[config.mk]
export PLATFORM = sky130hd
export DESIGN_NAME = zigzag_rle_encoder
export DESIGN_NICKNAME = d
export VERILOG_FILES = /design/src/rtl/zigzag_rle_encoder.sv
export SDC_FILE = /design/constraint.sdc
export NUM_CORES = 1
export LEC_CHECK = 0
export ABC_AREA = 1
export CAP_MARGIN = 30
export CORE_MARGIN = 3
export CORE_UTILIZATION = 25
export CTS_CLUSTER_DIAMETER = 40
export DETAILED_ROUTE_END_ITERATION = 8
export GPL_ROUTABILITY_DRIVEN = 0
export PLACE_DENSITY_LB_ADDON = 0.12
export REMOVE_ABC_BUFFERS = 1
export SLEW_MARGIN = 5
export SYNTH_ARGS = -nofsm -noshare
export SYNTH_HDL_FRONTEND = slang
export SYNTH_SLANG_ARGS = --single-unit
[constraint.sdc]
create_clock -name clk -period 2.5 [get_ports clk]
set_clock_uncertainty 0.1 [all_clocks]
set_input_delay 0.25 -clock clk [delete_from_list [all_inputs] [get_ports clk]]
set_output_delay 0.25 -clock clk [all_outputs]
set_load 0.1 [all_outputs]
[src/rtl/zigzag_rle_encoder.sv]
`default_nettype none
// +----------------------------------------------------------------------------+
// | zigzag_rle_encoder: zigzag-ordered coefficients -> JPEG DC/AC/ZRL/EOB      |
// | symbols. Optional DC DPCM predictor enabled by macro RLE_DC_DPCM_EN.       |
// | Revision: 1.0                                                              |
// +----------------------------------------------------------------------------+
module zigzag_rle_encoder #(
  parameter int DATA_WIDTH = 10,
  parameter int AMP_WIDTH  = DATA_WIDTH + 1
) (
  input  logic                         clk,
  input  logic                         rst,
  input  logic                         in_valid,
  output logic                         in_ready,
  input  logic signed [DATA_WIDTH-1:0] in_data,
  output logic                         out_valid,
  input  logic                         out_ready,
  output logic                         out_dc,
  output logic                         out_eob,
  output logic [3:0]                   out_run,
  output logic [3:0]                   out_size,
  output logic [AMP_WIDTH-1:0]         out_amp,
  output logic                         done
);

  localparam logic [1:0] c_ST_ACCEPT = 2'd0;
  localparam logic [1:0] c_ST_ZRL    = 2'd1;
  localparam logic [1:0] c_ST_SYM    = 2'd2;
  localparam logic [1:0] c_ST_EOB    = 2'd3;

  function automatic logic [3:0] f_size(input logic [AMP_WIDTH-1:0] mag);
    logic [3:0] s;
    s = 4'd0;
    for (int i = 0; i < AMP_WIDTH; i++)
      if (mag[i]) s = 4'(i + 1);
    return s;
  endfunction

  logic [1:0]                  r_state, w_state_nxt;
  logic [5:0]                  r_idx, r_run;
  logic [1:0]                  r_zrl_cnt;
  logic signed [DATA_WIDTH-1:0] r_hold;
  logic                        r_hold_last;
  logic                        r_out_valid, r_out_dc, r_out_eob, r_out_last;
  logic [3:0]                  r_out_run, r_out_size;
  logic [AMP_WIDTH-1:0]        r_out_amp;

  logic                        w_in_ready, w_in_fire, w_out_free;
  logic                        w_is_dc, w_is_last, w_ac_nz, w_long_run;
  logic signed [AMP_WIDTH-1:0] w_in_ext, w_dc_val, w_src_val;
  logic [AMP_WIDTH-1:0]        w_mag, w_mask, w_amp;
  logic [3:0]                  w_size;
  logic                        w_load, w_ld_dc, w_ld_eob, w_ld_last;
  logic [3:0]                  w_ld_run, w_ld_size;
  logic [AMP_WIDTH-1:0]        w_ld_amp;

  assign w_out_free = !r_out_valid || out_ready;
  assign w_is_dc    = (r_idx == 6'd0);
  assign w_is_last  = (r_idx == 6'd63);
  assign w_ac_nz    = (in_data != '0);
  assign w_long_run = (r_run[5:4] != 2'b00);
  assign w_in_ext   = AMP_WIDTH'(in_data);

  // The final symbol of a block blocks intake so the next DC follows done.
  assign w_in_ready = !rst && (r_state == c_ST_ACCEPT)
                      && (!r_out_valid || (out_ready && !r_out_last));
  assign w_in_fire  = in_valid && w_in_ready;

`ifdef RLE_DC_DPCM_EN
  logic signed [DATA_WIDTH-1:0] r_pred;
  always_ff @(posedge clk) begin
    if (rst)                        r_pred <= '0;
    else if (w_in_fire && w_is_dc)  r_pred <= in_data;
  end
  assign w_dc_val = w_in_ext - AMP_WIDTH'(r_pred);
`else
  assign w_dc_val = w_in_ext;
`endif

  // Size/amplitude share one datapath: live coefficient or the held one in SYM.
  assign w_src_val = (r_state == c_ST_SYM) ? AMP_WIDTH'(r_hold)
                   : (w_is_dc ? w_dc_val : w_in_ext);
  assign w_mag  = w_src_val[AMP_WIDTH-1] ? AMP_WIDTH'(-w_src_val) : AMP_WIDTH'(w_src_val);
  assign w_size = f_size(w_mag);
  assign w_mask = ~({AMP_WIDTH{1'b1}} << w_size);
  assign w_amp  = w_src_val[AMP_WIDTH-1] ? ((w_src_val - AMP_WIDTH'(1)) & w_mask)
                                         : w_src_val;

  always_ff @(posedge clk) begin
    if (rst) r_state <= c_ST_ACCEPT;
    else     r_state <= w_state_nxt;
  end

  always_comb begin
    w_state_nxt = r_state;
    case (r_state)
      c_ST_ACCEPT:
        if (w_in_fire && !w_is_dc) begin
          if (w_ac_nz && w_long_run)       w_state_nxt = c_ST_ZRL;
          else if (!w_ac_nz && w_is_last)  w_state_nxt = c_ST_EOB;
        end
      c_ST_ZRL:  if (w_out_free && r_zrl_cnt == 2'd1) w_state_nxt = c_ST_SYM;
      c_ST_SYM:  if (w_out_free) w_state_nxt = c_ST_ACCEPT;
      c_ST_EOB:  if (w_out_free) w_state_nxt = c_ST_ACCEPT;
      default:   w_state_nxt = c_ST_ACCEPT;
    endcase
  end

  always_comb begin
    w_load    = 1'b0;
    w_ld_dc   = 1'b0;
    w_ld_eob  = 1'b0;
    w_ld_last = 1'b0;
    w_ld_run  = 4'd0;
    w_ld_size = 4'd0;
    w_ld_amp  = '0;
    case (r_state)
      c_ST_ACCEPT: begin
        w_load    = w_in_fire && (w_is_dc || (w_ac_nz && !w_long_run));
        w_ld_dc   = w_is_dc;
        w_ld_run  = w_is_dc ? 4'd0 : r_run[3:0];
        w_ld_size = w_size;
        w_ld_amp  = w_amp;
        w_ld_last = w_is_last;
      end
      c_ST_ZRL: begin
        w_load   = w_out_free;
        w_ld_run = 4'd15;
      end
      c_ST_SYM: begin
        w_load    = w_out_free;
        w_ld_run  = r_run[3:0];
        w_ld_size = w_size;
        w_ld_amp  = w_amp;
        w_ld_last = r_hold_last;
      end
      default: begin
        w_load    = w_out_free;
        w_ld_eob  = 1'b1;
        w_ld_last = 1'b1;
      end
    endcase
  end

  always_ff @(posedge clk) begin
    if (rst) begin
      r_idx       <= '0;
      r_run       <= '0;
      r_zrl_cnt   <= '0;
      r_hold      <= '0;
      r_hold_last <= 1'b0;
    end else begin
      if (w_in_fire) begin
        r_idx <= r_idx + 6'd1;
        if (w_is_dc)                 r_run <= '0;
        else if (!w_ac_nz)           r_run <= w_is_last ? 6'd0 : r_run + 6'd1;
        else if (!w_long_run)        r_run <= '0;
        if (!w_is_dc && w_ac_nz && w_long_run) begin
          r_zrl_cnt   <= r_run[5:4];
          r_hold      <= in_data;
          r_hold_last <= w_is_last;
        end
      end
      if (r_state == c_ST_ZRL && w_out_free) r_zrl_cnt <= r_zrl_cnt - 2'd1;
      if (r_state == c_ST_SYM && w_out_free) r_run <= '0;
    end
  end

  always_ff @(posedge clk) begin
    if (rst) begin
      r_out_valid <= 1'b0;
      r_out_dc    <= 1'b0;
      r_out_eob   <= 1'b0;
      r_out_last  <= 1'b0;
      r_out_run   <= '0;
      r_out_size  <= '0;
      r_out_amp   <= '0;
    end else if (w_load) begin
      r_out_valid <= 1'b1;
      r_out_dc    <= w_ld_dc;
      r_out_eob   <= w_ld_eob;
      r_out_last  <= w_ld_last;
      r_out_run   <= w_ld_run;
      r_out_size  <= w_ld_size;
      r_out_amp   <= w_ld_amp;
    end else if (out_ready) begin
      r_out_valid <= 1'b0;
    end
  end

  assign in_ready  = w_in_ready;
  assign out_valid = r_out_valid;
  assign out_dc    = r_out_dc;
  assign out_eob   = r_out_eob;
  assign out_run   = r_out_run;
  assign out_size  = r_out_size;
  assign out_amp   = r_out_amp;
  assign done      = r_out_valid && out_ready && r_out_last;

endmodule
`default_nettype wire
==> summary.md <==
| Metric | Value |
|---|---|
| Status | finished clean |
| CTS tree | built |
| CP Launch Type | flop |
| CP Max Fanout | 5 |
| Port Buffer Count | 37 |
| Period utilization | approximately nine tenths |
| DRC viols | 0 |
| Die W | about 110 µm |
| Worst slew margin | slightly above 60% |
| CTS Buf Count | 5 |
| Logic pwr share | 22.9% |
| Via/cell ratio | between 4 and 5 |
| Vias | 3,056 |
| Routed Wire Length | 8500 µm |
| Worst reg2reg path depth | 19 |
| Critical Path AT | around 2400 ps |
| Reg2reg start | r_state[1]$_SDFFE_PP0P_ |
| Clk Latency, worst-skew pair | 300 ps |
| Vias in the first global route | ~2,900 |
| CTS Buffer Depth | 2 |
| Crit path from | r_state[1]$_SDFFE_PP0P_ |
| Post-Syn Area per Cell | 6.39 µm² |
| Fmax | around 440 MHz |
| Critical path class | reg -> reg |
| Gr usage total | 13.1% |
| Worst setup EP type | flop |
| Final min period | 2290 ps |
| Final Hold Vio Count | 0 |
| Syn-to-layout area delta | 34.7% |
| Router iterations before antenna repair | 4 |
| Layout cells sized above 1 | 22.9% |
| Mapped Cells | 456 |
| Setup Viol. Count Final | 0 |
| Final Util | 35.3% |
| Fillers | 1,230 |
| Layout Nets | 545 |
| R2r setup slk | 210 ps |
| Synth top area cells | dfxtp_1 34%, nand2_1 15%, inv_1 7.6% |
| Distinct cells, synth | 33 |
| Total internal power | ~1400 µW |
| Power Dens Cells | roughly 540 nW/µm² |
| Slew @ Worst Pin | between 500 and 600 ps |
| HPWL after DPL | 6220 µm |
| Worst hold path class | reg -> reg |
| Rows | 38 |
| EDFF count, synth | 0 |
| ANT nets after route | 0 |
| Async SR Flop Fraction | 0% |
| Die area | about 13,000 µm² |
| H-Tree Depth | 2 |
| Clock power frac | 38.2% |
| Pin count of the biggest net entering global routing | 26 |
| Count leader, synth | nand2_1 |
| Iter 0 DRT Violations | 106 |
| Yosys top cell area share | 34.3% |
| Reg clk slew, reported paths | 70 ps |
| Worst reg2reg endpoint | out_amp[1]$_SDFFE_PP0P_ |
| Cts-stage hold buffer count | 0 |
| Cells after DPL | roughly 650 |
| Post-synthesis sequential element count | 50 |
| Total gr overflow | 0 |
| Layout Cells excl Fill | 668 |
| Initial Utilization | 26.2% |
| Sw power | approximately 690 µW |
| Max cap viols | 0 |
| IR drop worst, VDD | roughly 0.37 mV |
| Synth cell count leaders | 117 x nand2_1, 59 x inv_1, 50 x dfxtp_1 |
| Core ar. | 11,100 µm² |
| Ports | 38 |
| Synth warnings | 0 |
| CP Capture Point | out_amp[1]$_SDFFE_PP0P_ |
| Seq pwr share | 38.9% |
| Initial antenna violation count | 0 |
| Antenna diodes | 0 |
| Top_reg_cell synth | dfxtp_1 |
| Largest area contributor in the netlist | dfxtp_1 |
| Avg WL per Cell | 12.7 µm |
| Slew Viols, Final | 0 |
| Chip Height | between 100 and 150 µm |
| CP required | 2580 ps |
| First-pass GRT wire length | 13,800 µm |
| Sw Share | about a third |
| Clk root buf | clkbuf_16 |
| Post-Synthesis Cell Area | 2910 µm² |
| Clock Sinks | 50 |
| Leakage | 0.00172 µW |
| Sequential area share after synthesis | 34.3% |
==> power groups by stage <==
stage | sequential, µW | clock (µW) | combinational, µW
6_report | 833 | 816 | 489
5_1_grt | 837 | 874 | 533
4_1_cts | 836 | 842 | 477
3_5_place_dp | 854 | 0 | 475
3_3_place_gp | 854 | 0 | 475
2_1_floorplan | 992 | 0 | 182
==> how the worst min path moves through the flow <==
stage | start | slack, ps | endpoint | depth (start not counted)
global route | out_amp[9]$_SDFFE_PP0P_ | 390 | out_amp[9]$_SDFFE_PP0P_ | 2
detailed placement | out_amp[9]$_SDFFE_PP0P_ | 330 | out_amp[9]$_SDFFE_PP0P_ | 2
finish | out_amp[9]$_SDFFE_PP0P_ | 340 | out_amp[9]$_SDFFE_PP0P_ | 2
global placement | out_amp[10]$_SDFFE_PP0P_ | 330 | out_amp[10]$_SDFFE_PP0P_ | 2
CTS | out_amp[9]$_SDFFE_PP0P_ | 340 | out_amp[9]$_SDFFE_PP0P_ | 2
floorplan | rst | 210 | out_amp[2]$_SDFFE_PP0P_ | 1
==> flip-flops by register name, indices dropped and copies added (netlist names) <==
name,cells
r_idx,6
out_valid,1
out_amp,11
r_zrl_cnt,2
r_state,2
r_out_last,1
out_run,4
out_size,4
out_eob,1
out_dc,1
r_hold_last,1
r_run,6
r_hold,10
==> routing by layer <==
metal / track usage [%] / wire length [µm] / up-vias
met1: 16.9 / 4080 / 1377
met2: 21.9 / 3990 / 45
li1: - / - / 1619
met3: 2.65 / 254 / 15
met5: 0 / 0 / -
met4: 4.28 / 168 / 0
==> area by class of cell <==
class | instances | area, µm² | share of cell area, %
multi-input combinational | 331 | 1690 | 43.0
sequential | 50 | 1010 | 25.7
clock buffer | 5 | 125 | 3.19
clock inverter | 3 | 47.5 | 1.21
inverter | 63 | 244 | 6.21
timing repair buffer | 76 | 639 | 16.3
tap | 140 | 175 | 4.46
==> cells in the final DEF, fill, tap and decap left out, types with 2 or more instances in the layout <==
| cell type | netlist | layout |
|---|---|---|
| nor2_4 | 4 | 6 |
| clkbuf_16 | 0 | 5 |
| nor3_1 | 4 | 4 |
| buf_6 | 1 | 3 |
| a31oi_1 | 4 | 4 |
| nand2_1 | 117 | 110 |
| a21oi_2 | 2 | 4 |
| o21ai_1 | 4 | 3 |
| nor4_1 | 2 | 2 |
| buf_4 | 1 | 58 |
| dfxtp_1 | 50 | 48 |
| inv_2 | 3 | 4 |
| nand4_1 | 6 | 6 |
| clkdlybuf4s50_1 | 0 | 13 |
| nand2_4 | 3 | 4 |
| o21ai_0 | 35 | 35 |
| nand2_2 | 11 | 17 |
| inv_1 | 59 | 57 |
| o211ai_1 | 2 | 2 |
| nor2_1 | 45 | 41 |
| a21oi_1 | 41 | 39 |
| o21ai_2 | 4 | 5 |
| nand3_2 | 0 | 2 |
| ha_1 | 4 | 4 |
| buf_12 | 0 | 2 |
| nand3_1 | 34 | 32 |
| nor2_2 | 1 | 3 |
| a211oi_1 | 2 | 2 |
| dfxtp_4 | 0 | 2 |
==> worst max-delay path, cell delays in order, from the launching register on <==
cell and delay, ps:
dfxtp_4 420, inv_2 60, nor2_4 140, nand2_1 100, nand2_4 100, nand2_2 90
nor2_4 120, nand2_2 90, nand2_1 60, nand2_1 50, nand2_1 70, nand2_2 80
nor2_4 150, nand2_4 80, nor2_4 130, nand2_1 80, nand2_1 60, nand2_1 40
nand3_1 70, a21oi_1 70
==> logic make-up (layout without fill, tap and decap cells) <==
group | Yosys count | after routing | synth area share (%)
DFF | 50 | 50 | 34.3
buffers and inverters | 76 | 147 | 10.6
AOI/OAI and AO/OA | 97 | 97 | 18.3
adders and majority gates | 4 | 4 | 1.72
and+or+nand+nor | 229 | 230 | 35.0
==> stage by stage <==
stage	total power [µW]	hold slack, ps	setup TNS [ps]	cell area, µm²	worst slack [ps]
6_report	2140	340	0	3930	210
5_1_grt	2240	388	-13.7	3930	-13.7
4_1_cts	2150	344	0	3760	17.0
3_5_place_dp	1330	333	-489	3580	-108
3_3_place_gp	1330	332	-539	3580	-91.8
2_1_floorplan	1170	212	-55830	2840	-1570
==> repair_timing <==
item                                    in CTS  in global routing
gates resized for setup                      0                 32
setup buffers                                0                  8
endpoints found under the hold margin        0                  0
endpoints found under the setup margin       0                 20
Note: power is estimated with default switching activity, not from simulation.
